## src/rtl/lvds_rx_deframer_if.sv

```systemverilog
// Sample-side and pixel-side bundle of the LVDS receive deframer.
// The master is the upstream sampling stage and the slave is the deframer.
interface lvds_rx_deframer_if #(
   parameter int ERR_W = 16
);
   logic             bit_valid;
   logic             clk_lane;
   logic [3:0]       data_lane;
   logic             pix_valid;
   logic [7:0]       red;
   logic [7:0]       green;
   logic [7:0]       blue;
   logic             hsync;
   logic             vsync;
   logic             de;
   logic             locked;
   logic [ERR_W-1:0] align_err_cnt;

   modport master (
      output bit_valid, clk_lane, data_lane,
      input  pix_valid, red, green, blue, hsync, vsync, de, locked, align_err_cnt
   );

   modport slave (
      input  bit_valid, clk_lane, data_lane,
      output pix_valid, red, green, blue, hsync, vsync, de, locked, align_err_cnt
   );
endinterface

```

## src/rtl/lvds_rx_deframer.sv

```systemverilog
// 4-lane LVDS receive deframer: clock-lane word alignment, deserialization, RGB/HS/VS/DE unpack.
// Define LVDS_RX_JEIDA_EN for the JEIDA bit mapping; the default build uses the VESA mapping.
module lvds_rx_deframer #(
   parameter int LOCK_COUNT = 4,
   parameter int LOSS_COUNT = 3,
   parameter int ERR_W      = 16
) (
   input  logic               clk,
   input  logic               reset,
   lvds_rx_deframer_if.slave  rx
);

   localparam logic [6:0] CLK_WORD = 7'b1100011;
   localparam int MW = $clog2(LOCK_COUNT + 1);
   localparam int LW = $clog2(LOSS_COUNT + 1);

   typedef enum logic [1:0] {HUNT, VERIFY, LOCKED} state_t;

   state_t            state, state_next;
   logic [MW-1:0]     match_cnt, match_next;
   logic [LW-1:0]     miss_cnt, miss_next;
   logic [2:0]        phase, phase_next;
   logic [2:0]        fill;
   logic [6:0]        clk_sr;
   logic [3:0][6:0]   lane_sr;
   logic [6:0]        clk_word;
   logic [3:0][6:0]   lane_word;
   logic              clk_match;
   logic              word_full;
   logic              boundary;
   logic              pix_load;
   logic              err_inc;
   logic              locked_next;
   logic [7:0]        dec_red, dec_green, dec_blue;
   logic [ERR_W-1:0]  err_cnt;

   // Words are judged including the bit arriving this cycle, so the decision and the
   // pixel it produces register on the edge that consumes the word's last bit.
   always_comb begin
      clk_word  = {clk_sr[5:0], rx.clk_lane};
      lane_word = '0;
      for (int i = 0; i < 4; i++) begin
         lane_word[i] = {lane_sr[i][5:0], rx.data_lane[i]};
      end
      clk_match = (clk_word == CLK_WORD);
      word_full = (fill >= 3'd6);
      boundary  = rx.bit_valid && (phase == 3'd6);
   end

   always_ff @(posedge clk) begin
      if (reset) begin
         clk_sr  <= '0;
         lane_sr <= '0;
         fill    <= '0;
      end else if (rx.bit_valid) begin
         clk_sr  <= clk_word;
         lane_sr <= lane_word;
         fill    <= (fill == 3'd7) ? 3'd7 : fill + 3'd1;
      end
   end

   always_ff @(posedge clk) begin
      if (reset) begin
         state     <= HUNT;
         match_cnt <= '0;
         miss_cnt  <= '0;
         phase     <= '0;
      end else begin
         state     <= state_next;
         match_cnt <= match_next;
         miss_cnt  <= miss_next;
         phase     <= phase_next;
      end
   end

   // Hunting slides one bit at a time; once a candidate is found only word boundaries count.
   always_comb begin
      state_next = state;
      match_next = match_cnt;
      miss_next  = miss_cnt;
      phase_next = phase;
      if (rx.bit_valid) begin
         phase_next = (phase == 3'd6) ? 3'd0 : phase + 3'd1;
         case (state)
            HUNT: begin
               if (word_full && clk_match) begin
                  state_next = VERIFY;
                  phase_next = '0;
                  match_next = MW'(1);
               end
            end
            VERIFY: begin
               if (boundary) begin
                  if (clk_match) begin
                     match_next = match_cnt + 1'b1;
                     if (match_cnt + 1'b1 == MW'(LOCK_COUNT)) begin
                        state_next = LOCKED;
                        miss_next  = '0;
                     end
                  end else begin
                     state_next = HUNT;
                     match_next = '0;
                  end
               end
            end
            LOCKED: begin
               if (boundary) begin
                  if (clk_match) begin
                     miss_next = '0;
                  end else begin
                     miss_next = miss_cnt + 1'b1;
                     if (miss_cnt + 1'b1 == LW'(LOSS_COUNT)) begin
                        state_next = HUNT;
                        match_next = '0;
                     end
                  end
               end
            end
            default: begin
               state_next = HUNT;
               match_next = '0;
            end
         endcase
      end
   end

   always_comb begin
      pix_load    = (state == LOCKED) && boundary;
      err_inc     = pix_load && !clk_match;
      locked_next = (state_next == LOCKED);
`ifdef LVDS_RX_JEIDA_EN
      dec_red     = {lane_word[0][5:0], lane_word[3][1:0]};
      dec_green   = {lane_word[1][4:0], lane_word[0][6], lane_word[3][3:2]};
      dec_blue    = {lane_word[2][3:0], lane_word[1][6:5], lane_word[3][5:4]};
`else
      dec_red     = {lane_word[3][1:0], lane_word[0][5:0]};
      dec_green   = {lane_word[3][3:2], lane_word[1][4:0], lane_word[0][6]};
      dec_blue    = {lane_word[3][5:4], lane_word[2][3:0], lane_word[1][6:5]};
`endif
   end

   // The word that drops lock still decodes, so pixel loading ignores the next state.
   always_ff @(posedge clk) begin
      if (reset) begin
         rx.pix_valid <= 1'b0;
         rx.red       <= '0;
         rx.green     <= '0;
         rx.blue      <= '0;
         rx.hsync     <= 1'b0;
         rx.vsync     <= 1'b0;
         rx.de        <= 1'b0;
         rx.locked    <= 1'b0;
         err_cnt      <= '0;
      end else begin
         rx.pix_valid <= pix_load;
         rx.locked    <= locked_next;
         if (pix_load) begin
            rx.red   <= dec_red;
            rx.green <= dec_green;
            rx.blue  <= dec_blue;
            rx.hsync <= lane_word[2][4];
            rx.vsync <= lane_word[2][5];
            rx.de    <= lane_word[2][6];
         end
         if (err_inc && (err_cnt != '1)) begin
            err_cnt <= err_cnt + 1'b1;
         end
      end
   end

   assign rx.align_err_cnt = err_cnt;

endmodule

```

## src/flat_wrapper.sv

```systemverilog
// flat-port wrapper written by rule: the top's interface ports become plain ports
module lvds_rx_deframer_flat 
#(
   parameter int LOCK_COUNT = 4,
   parameter int LOSS_COUNT = 3,
   parameter int ERR_W      = 16
)
  (clk, reset, rx_bit_valid, rx_clk_lane, rx_data_lane, rx_pix_valid, rx_red, rx_green, rx_blue, rx_hsync, rx_vsync, rx_de, rx_locked, rx_align_err_cnt);
  lvds_rx_deframer_if #(.ERR_W(ERR_W)) rx_i ();
  input  logic clk;
  input  logic reset;
  input wire logic [$bits(rx_i.bit_valid)-1:0] rx_bit_valid;
  input wire logic [$bits(rx_i.clk_lane)-1:0] rx_clk_lane;
  input wire logic [$bits(rx_i.data_lane)-1:0] rx_data_lane;
  output wire logic [$bits(rx_i.pix_valid)-1:0] rx_pix_valid;
  output wire logic [$bits(rx_i.red)-1:0] rx_red;
  output wire logic [$bits(rx_i.green)-1:0] rx_green;
  output wire logic [$bits(rx_i.blue)-1:0] rx_blue;
  output wire logic [$bits(rx_i.hsync)-1:0] rx_hsync;
  output wire logic [$bits(rx_i.vsync)-1:0] rx_vsync;
  output wire logic [$bits(rx_i.de)-1:0] rx_de;
  output wire logic [$bits(rx_i.locked)-1:0] rx_locked;
  output wire logic [$bits(rx_i.align_err_cnt)-1:0] rx_align_err_cnt;
  assign rx_i.bit_valid = rx_bit_valid;
  assign rx_i.clk_lane = rx_clk_lane;
  assign rx_i.data_lane = rx_data_lane;
  assign rx_pix_valid = rx_i.pix_valid;
  assign rx_red = rx_i.red;
  assign rx_green = rx_i.green;
  assign rx_blue = rx_i.blue;
  assign rx_hsync = rx_i.hsync;
  assign rx_vsync = rx_i.vsync;
  assign rx_de = rx_i.de;
  assign rx_locked = rx_i.locked;
  assign rx_align_err_cnt = rx_i.align_err_cnt;
  lvds_rx_deframer #(.LOCK_COUNT(LOCK_COUNT), .LOSS_COUNT(LOSS_COUNT), .ERR_W(ERR_W)) u_core (.clk(clk), .reset(reset), .rx(rx_i));
endmodule
```

## config.mk

```make
export PLATFORM = sky130hd
export DESIGN_NAME = lvds_rx_deframer_flat
export DESIGN_NICKNAME = d
export VERILOG_FILES = /design/src/rtl/lvds_rx_deframer_if.sv /design/src/rtl/lvds_rx_deframer.sv /design/src/flat_wrapper.sv
export SDC_FILE = /design/constraint.sdc
export NUM_CORES = 1
export LEC_CHECK = 0
export ABC_CLOCK_PERIOD_IN_PS = 4200
export CAP_MARGIN = 0
export CORE_MARGIN = 3
export CORE_UTILIZATION = 40
export CTS_CLUSTER_DIAMETER = 40
export DETAILED_ROUTE_END_ITERATION = 10
export HOLD_SLACK_MARGIN = 0.12
export PLACE_DENSITY_LB_ADDON = 0.3
export SLEW_MARGIN = 20
export SYNTH_ARGS = -nofsm -noshare
export SYNTH_HDL_FRONTEND = slang
export SYNTH_SLANG_ARGS = --single-unit
```

## constraint.sdc

```tcl
create_clock -name clk -period 4.2 [get_ports clk]
set_input_delay 0.84 -clock clk [delete_from_list [all_inputs] [get_ports clk]]
set_output_delay 0.84 -clock clk [all_outputs]
set_load 0.02 [all_outputs]
```

# --- Word-level counts from Yosys, hierarchy flattened ---
# Index checks and enable logic that the tools add are counted.
classes:
  n_reduce_logical: 10
  n_mux: 26
  n_addsub: 5
  n_lt_le_gt_ge: 1
  eq_ne: 16
ops:
  columns: ["op", "n"]
  rows:
  - ["2-to-1 mux 3 bit", 10]
  - ["2-to-1 mux 2 bit", 13]
  - ["adder 16 x 1 -> 16 bit, second input constant", 1]
  - ["inequality test 16 bit, second input constant", 1]
  - ["inequality test 2 x 1 -> 1 bit, second input constant", 6]
  - ["AND reduction 6 bit", 2]
  - ["adder 3 x 1 -> 3 bit, second input constant", 3]
  - ["== test 3 bit, second input constant", 3]
  - ["one-hot mux 3 bit (3 select lines)", 1]
  - ["== test 7 bit, second input constant", 1]
  - ["== test 2 bit, second input constant", 3]
  - ["one-hot mux 2 bit (3 select lines)", 1]
  - ["logical AND 1 bit", 5]
  - ["one-hot mux 2 bit (2 select lines)", 1]
  - [">= comparator 3 bit, second input constant", 1]
  - ["adder 2 x 1 -> 2 bit, second input constant", 1]
  - ["== test 2 x 1 -> 1 bit, second input constant", 1]
  - ["logical NOT 2 bit", 1]
  - ["inequality test 2 bit, second input constant", 1]
  - ["nonzero test 2 bit", 1]
  - ["logical NOT 1 bit", 1]
word_totals:
  regBits: 87
  in_bits: 8
  output_inout_bits: 45

# --- Depth between registers and ports, before layout ---
logic_depth:
  word_depth: 8
  depth_mapped: 8

# --- Least setup slack after synthesis ---
# OpenSTA, ideal clock, no wires.
synth_path:
  path_kind: "input-to-reg"
  start: "input rx_bit_valid"
  end: "register u_core.err_cnt[12] (netlist: u_core.rx.align_err_cnt[12])"
  cell_stages: 8
  arrival_ns: 2.073
  setup_ns: 0.128
  required_time_ns: 4.072
  setup_slack_ns: 2.000
  path_cell_list: "buf_4 -> and4b_1 -> buf_4 -> o211ai_4 -> buf_2 -> and4bb_2 -> xnor2_1 -> nor2_1"
synth_via:
  elab_chain_len: 4
synth_lines:
  columns: ["element", "line_no", "rtl"]
  rows:
  - ["start, declared", "flat_wrapper.sv:12", "input wire logic [$bits(rx_i.bit_valid)-1:0] rx_bit_valid;"]
  - ["logical AND 1 bit", "lvds_rx_deframer.sv:47", "boundary = rx.bit_valid && (phase == 3'd6);"]
  - ["logical AND 1 bit", "lvds_rx_deframer.sv:128", "pix_load = (state == LOCKED) && boundary;"]
  - ["logical AND 1 bit", "lvds_rx_deframer.sv:129", "err_inc = pix_load && !clk_match;"]
  - ["logical AND 1 bit", "lvds_rx_deframer.sv:165", "if (err_inc && (err_cnt != '1)) begin"]
  - ["end signal, assigned", "lvds_rx_deframer.sv:166", "err_cnt <= err_cnt + 1'b1;"]
  - ["end, declared", "lvds_rx_deframer.sv:35", "logic [ERR_W-1:0] err_cnt;"]
# No other way between the ends.
# A chain may end at the register's enable or synchronous reset.

# --- Worst setup path after layout ---
layout_path:
  start: "input rx_clk_lane"
  end: "register u_core.err_cnt[13] (netlist: u_core.rx.align_err_cnt[13])"
layout_via:
  elab_chain_len: 4
layout_lines:
  columns: ["element", "line_no", "rtl"]
  rows:
  - ["start, declared", "flat_wrapper.sv:13", "input wire logic [$bits(rx_i.clk_lane)-1:0] rx_clk_lane;"]
  - ["== test 7 bit", "lvds_rx_deframer.sv:45", "clk_match = (clk_word == CLK_WORD);"]
  - ["logical NOT 1 bit", "lvds_rx_deframer.sv:129", null]
  - ["logical AND 1 bit", "lvds_rx_deframer.sv:129", null]
  - ["logical AND 1 bit", "lvds_rx_deframer.sv:165", null]
# No other way between the ends.

==> flow_metrics.tcl <==
set metrics [dict create \
    syn-cell-area_um2 3760 \
    critPathLaunchType "input port" \
    fin_util_pct 50.2 \
    grt_start_max_net_pins 58 \
    chipHeight_um 103 \
    grt_antenna_before_repair 0 \
    synth_area_leaders "sky130_fd_sc_hd__dfxtp_1, sky130_fd_sc_hd__mux2i_1, sky130_fd_sc_hd__nand2_1" \
    rr_endpoint "u_core.rx.align_err_cnt[13]$_SDFFE_PP0P_" \
    tritoncts_clock_tree "done" \
    synth_seq_area_share_pct 46.4 \
    drive_above_1_share_pct 8.24 \
    max_freq_mhz 420 \
    finalClockSkew_ns 0.00753 \
    postSynth.topFlopCell "sky130_fd_sc_hd__dfxtp_1" \
    result_of_the_run "finished, final reports clean" \
    fill_cells 853 \
    post-synth-top-area-fraction_pct 46.4 \
    fin_tns_setup_ns 0 \
    area.sequential_um2 1740 \
    required_ns 4.43 \
    post-cts-setup-buffer-count 0 \
    routed_wirelength_mm 7.44 \
    synth.lib_cells_used.distinct 50 \
    design.core.area_um2 8930 \
    wl_per_cell_um 13.1 \
    numPortBuffers 52 \
    synth.yosys.warnings 0 \
    worstPathCellList "clkdlybuf4s50_1, nand3b_2, o211ai_4, a211oi_4, nand3_1, mux2_1" \
    first_global_vias 2798 \
    pwrdens_nw_per_um2 320 \
    async_flop_share_pct 0 \
    postCtsHoldBufs 0 \
    insertedDiodeCount 0 \
    total_leakage_power_nw 1.64 \
    worst_pin_slew_ns 0.994 \
    syn2layout_area_growth_pct 19.4 \
    final_min_period_over_clock_period_pct 56.7 \
    timing.final.hold_violations 0 \
    drv_slew 0 \
    postPlaceCellArea_um2 4310 \
    drt_pre_antenna_iters 4 \
    cts_buffer_depth 2 \
    synth_enable_flop_cells 0 \
    power.ir.vdd_worst_uv 172 \
    yosys.cell_count.top_type "sky130_fd_sc_hd__dfxtp_1" \
    finish.net_count 474 \
    dr.first_iter.drc_count 107 \
    tritoncts.num_buffers 9 \
    grt-ovfl-total 0 \
    final_cells 569 \
    worst_skew_pair.late_latency_ns 0.35 \
    cp_num_buf_inv 1 \
    detail-route-antenna-nets 0 \
    cts_num_sinks 87 \
    arrival_ns 2.61 \
    hp-class "flip-flop to flip-flop" \
    clk_pin_slew_worst_paths_ns 0.08 \
    cell_count_post_placement 553 \
    dpl.hpwl_mm 4.92 \
    timing.reg2reg.setup_slack_ns 2.07 \
    mappedNetlistNets 433 \
    end_kind "flip-flop" \
    remaining_drc_errors 0 \
    starting_density_of_the_core_pct 42.1 \
    dieArea_um2 10600 \
    viasPerCell 5.15 \
    cpLargestDelayFamily "compound AO/OA/AOI/OAI gates" \
    synth_top_cells_by_count "sky130_fd_sc_hd__dfxtp_1, sky130_fd_sc_hd__nand2_1, sky130_fd_sc_hd__nor2_1" \
    slowest_delay_ns 0.53 \
    timing.final.setup_violations 0 \
    critical_path_peak_fanout 11 \
    critical_path.slowest_cell "sky130_fd_sc_hd__clkdlybuf4s50_1" \
    root_buffer "sky130_fd_sc_hd__clkbuf_8" \
    count_of_standard_cell_rows 34 \
    global_placement_routability_congestion 0.864 \
    grt_setup_unrepaired "no" \
    whs_path_depth 2 \
    worst_hold_path.endpoint "u_core.rx.de$_SDFFE_PP0P_" \
    ys_ff_latch 87 \
    cts_resized 0 \
    globalRouteTotalUtil_pct 14.7 \
    r2r_start "u_core.rx.align_err_cnt[6]$_SDFFE_PP0P_" \
    finalCriticalPeriod_ns 2.38 \
    layout.cell_area.non_filler_um2 4490 \
    vias 2931 \
    die_w_um 103 \
    min_from "u_core.rx.de$_SDFFE_PP0P_" \
    multi_input_area_um2 1860 \
    grt_first_pass_wirelength_mm 12.7 \
    syn_inst_count 415 \
    pin_count 53 \
    critPathKind "input port to flip-flop" \
    maxSlewHeadroom_pct 33.7 \
    critical_path_depth 6 \
    reg2regPathDepth 5 \
    clock_tree.htree_level_count 3 \
    maxCapViolations 0 \
    syn_avg_cell_area_um2 9.05 \
    yosys.area.top_type "sky130_fd_sc_hd__dfxtp_1" \
]
## placed cells by master (no fill, tap or decap), drive strengths merged, types with 4 or more instances in the layout
cell type	Yosys	layout
buf	14	4
ha	10	10
xnor2	11	11
a211oi	9	9
nor2b	4	4
mux2i	33	33
inv	13	15
nand2	62	62
clkdlybuf4s50	0	50
nor2	60	60
dfxtp	87	87
o21ai	7	7
nand3	9	9
nor4	6	6
clkbuf	10	11
a31oi	5	5
and3	6	6
a21oi	35	35
## layer usage
layer	GRT usage, %	part of all wire, %
met4	5.18	1.6
met5	0	0
met1	19.3	49
met3	3.59	3.0
met2	23.7	47
## layout make-up
| type | instances | share of cell area [%] |
|---|---|---|
| Clock inverter | 5 | 0.892 |
| Inverter | 13 | 1.09 |
| Tap cell | 108 | 3.01 |
| Timing Repair Buffer | 54 | 11.7 |
| Clock buffer | 11 | 3.15 |
| Sequential cell | 87 | 38.8 |
| Multi-Input combinational cell | 291 | 41.3 |
## worst reg2reg max path, cell delays in order (launching register included)
cell                       delay, ns
sky130_fd_sc_hd__dfxtp_1        0.48
sky130_fd_sc_hd__nand4_2        0.19
sky130_fd_sc_hd__nor4_4         0.71
sky130_fd_sc_hd__a211oi_4       0.19
sky130_fd_sc_hd__nand3_1        0.14
sky130_fd_sc_hd__mux2_1         0.32
## kinds of logic (layout without fill, tap and decap cells)
logic type	Yosys count	count (layout)	synth area share (%)
and+or+nand+nor	166	166	21.3
DFF	87	87	46.4
AOI/OAI and AO/OA	67	67	12.3
buffers and inverters	37	83	4.26
muxes	35	35	9.39
xor gates and xnor gates	13	13	3.03
adders and majority gates	10	10	3.33
## how the worst max path moves through the flow
stage	slack, ns	startpoint	to
floorplan	2.00	rx_bit_valid	u_core.rx.align_err_cnt[12]$_SDFFE_PP0P_
global placement	1.52	rx_clk_lane	u_core.rx.align_err_cnt[13]$_SDFFE_PP0P_
detailed placement	1.49	rx_clk_lane	u_core.rx.align_err_cnt[11]$_SDFFE_PP0P_
CTS	1.84	u_core.rx.align_err_cnt[6]$_SDFFE_PP0P_	rx_align_err_cnt[6]
global route	1.73	rx_clk_lane	u_core.match_cnt[2]$_SDFFE_PP0P_
finish	1.82	rx_clk_lane	u_core.rx.align_err_cnt[13]$_SDFFE_PP0P_
## flip-flops by register name (all words and copies together) (netlist names)
register,cells
u_core.miss_cnt,2
u_core.rx.blue,8
u_core.rx.de,1
u_core.rx.align_err_cnt,16
u_core.phase,3
u_core.fill,3
u_core.rx.vsync,1
u_core.dec_blue,7
u_core.rx.locked,1
u_core.dec_green,7
u_core.rx.green,8
u_core.clk_sr,6
u_core.state,2
u_core.match_cnt,3
u_core.lane_sr,3
u_core.rx.red,8
u_core.dec_red,6
u_core.rx.hsync,1
u_core.rx.pix_valid,1
## power breakdown
part | internal, mW | switching, mW | leakage [nW]
logic | 0.0224 | 0.0328 | 0.857
clock network | 0.236 | 0.301 | 0.0826
registers | 0.834 | 0.00875 | 0.703
total | 1.09 | 0.343 | 1.64
## through the flow
step / power, mW / hold WS (ns) / setup slack, ns
after floorplan: 0.902 / 0.431 / 2.00
after global placement: 0.916 / 0.441 / 1.52
after detailed placement: 0.918 / 0.445 / 1.49
after CTS: 1.46 / 0.458 / 1.84
after global routing: 1.50 / 0.482 / 1.73
final: 1.43 / 0.456 / 1.82
No activity file was read; power rests on OpenSTA's default activity.
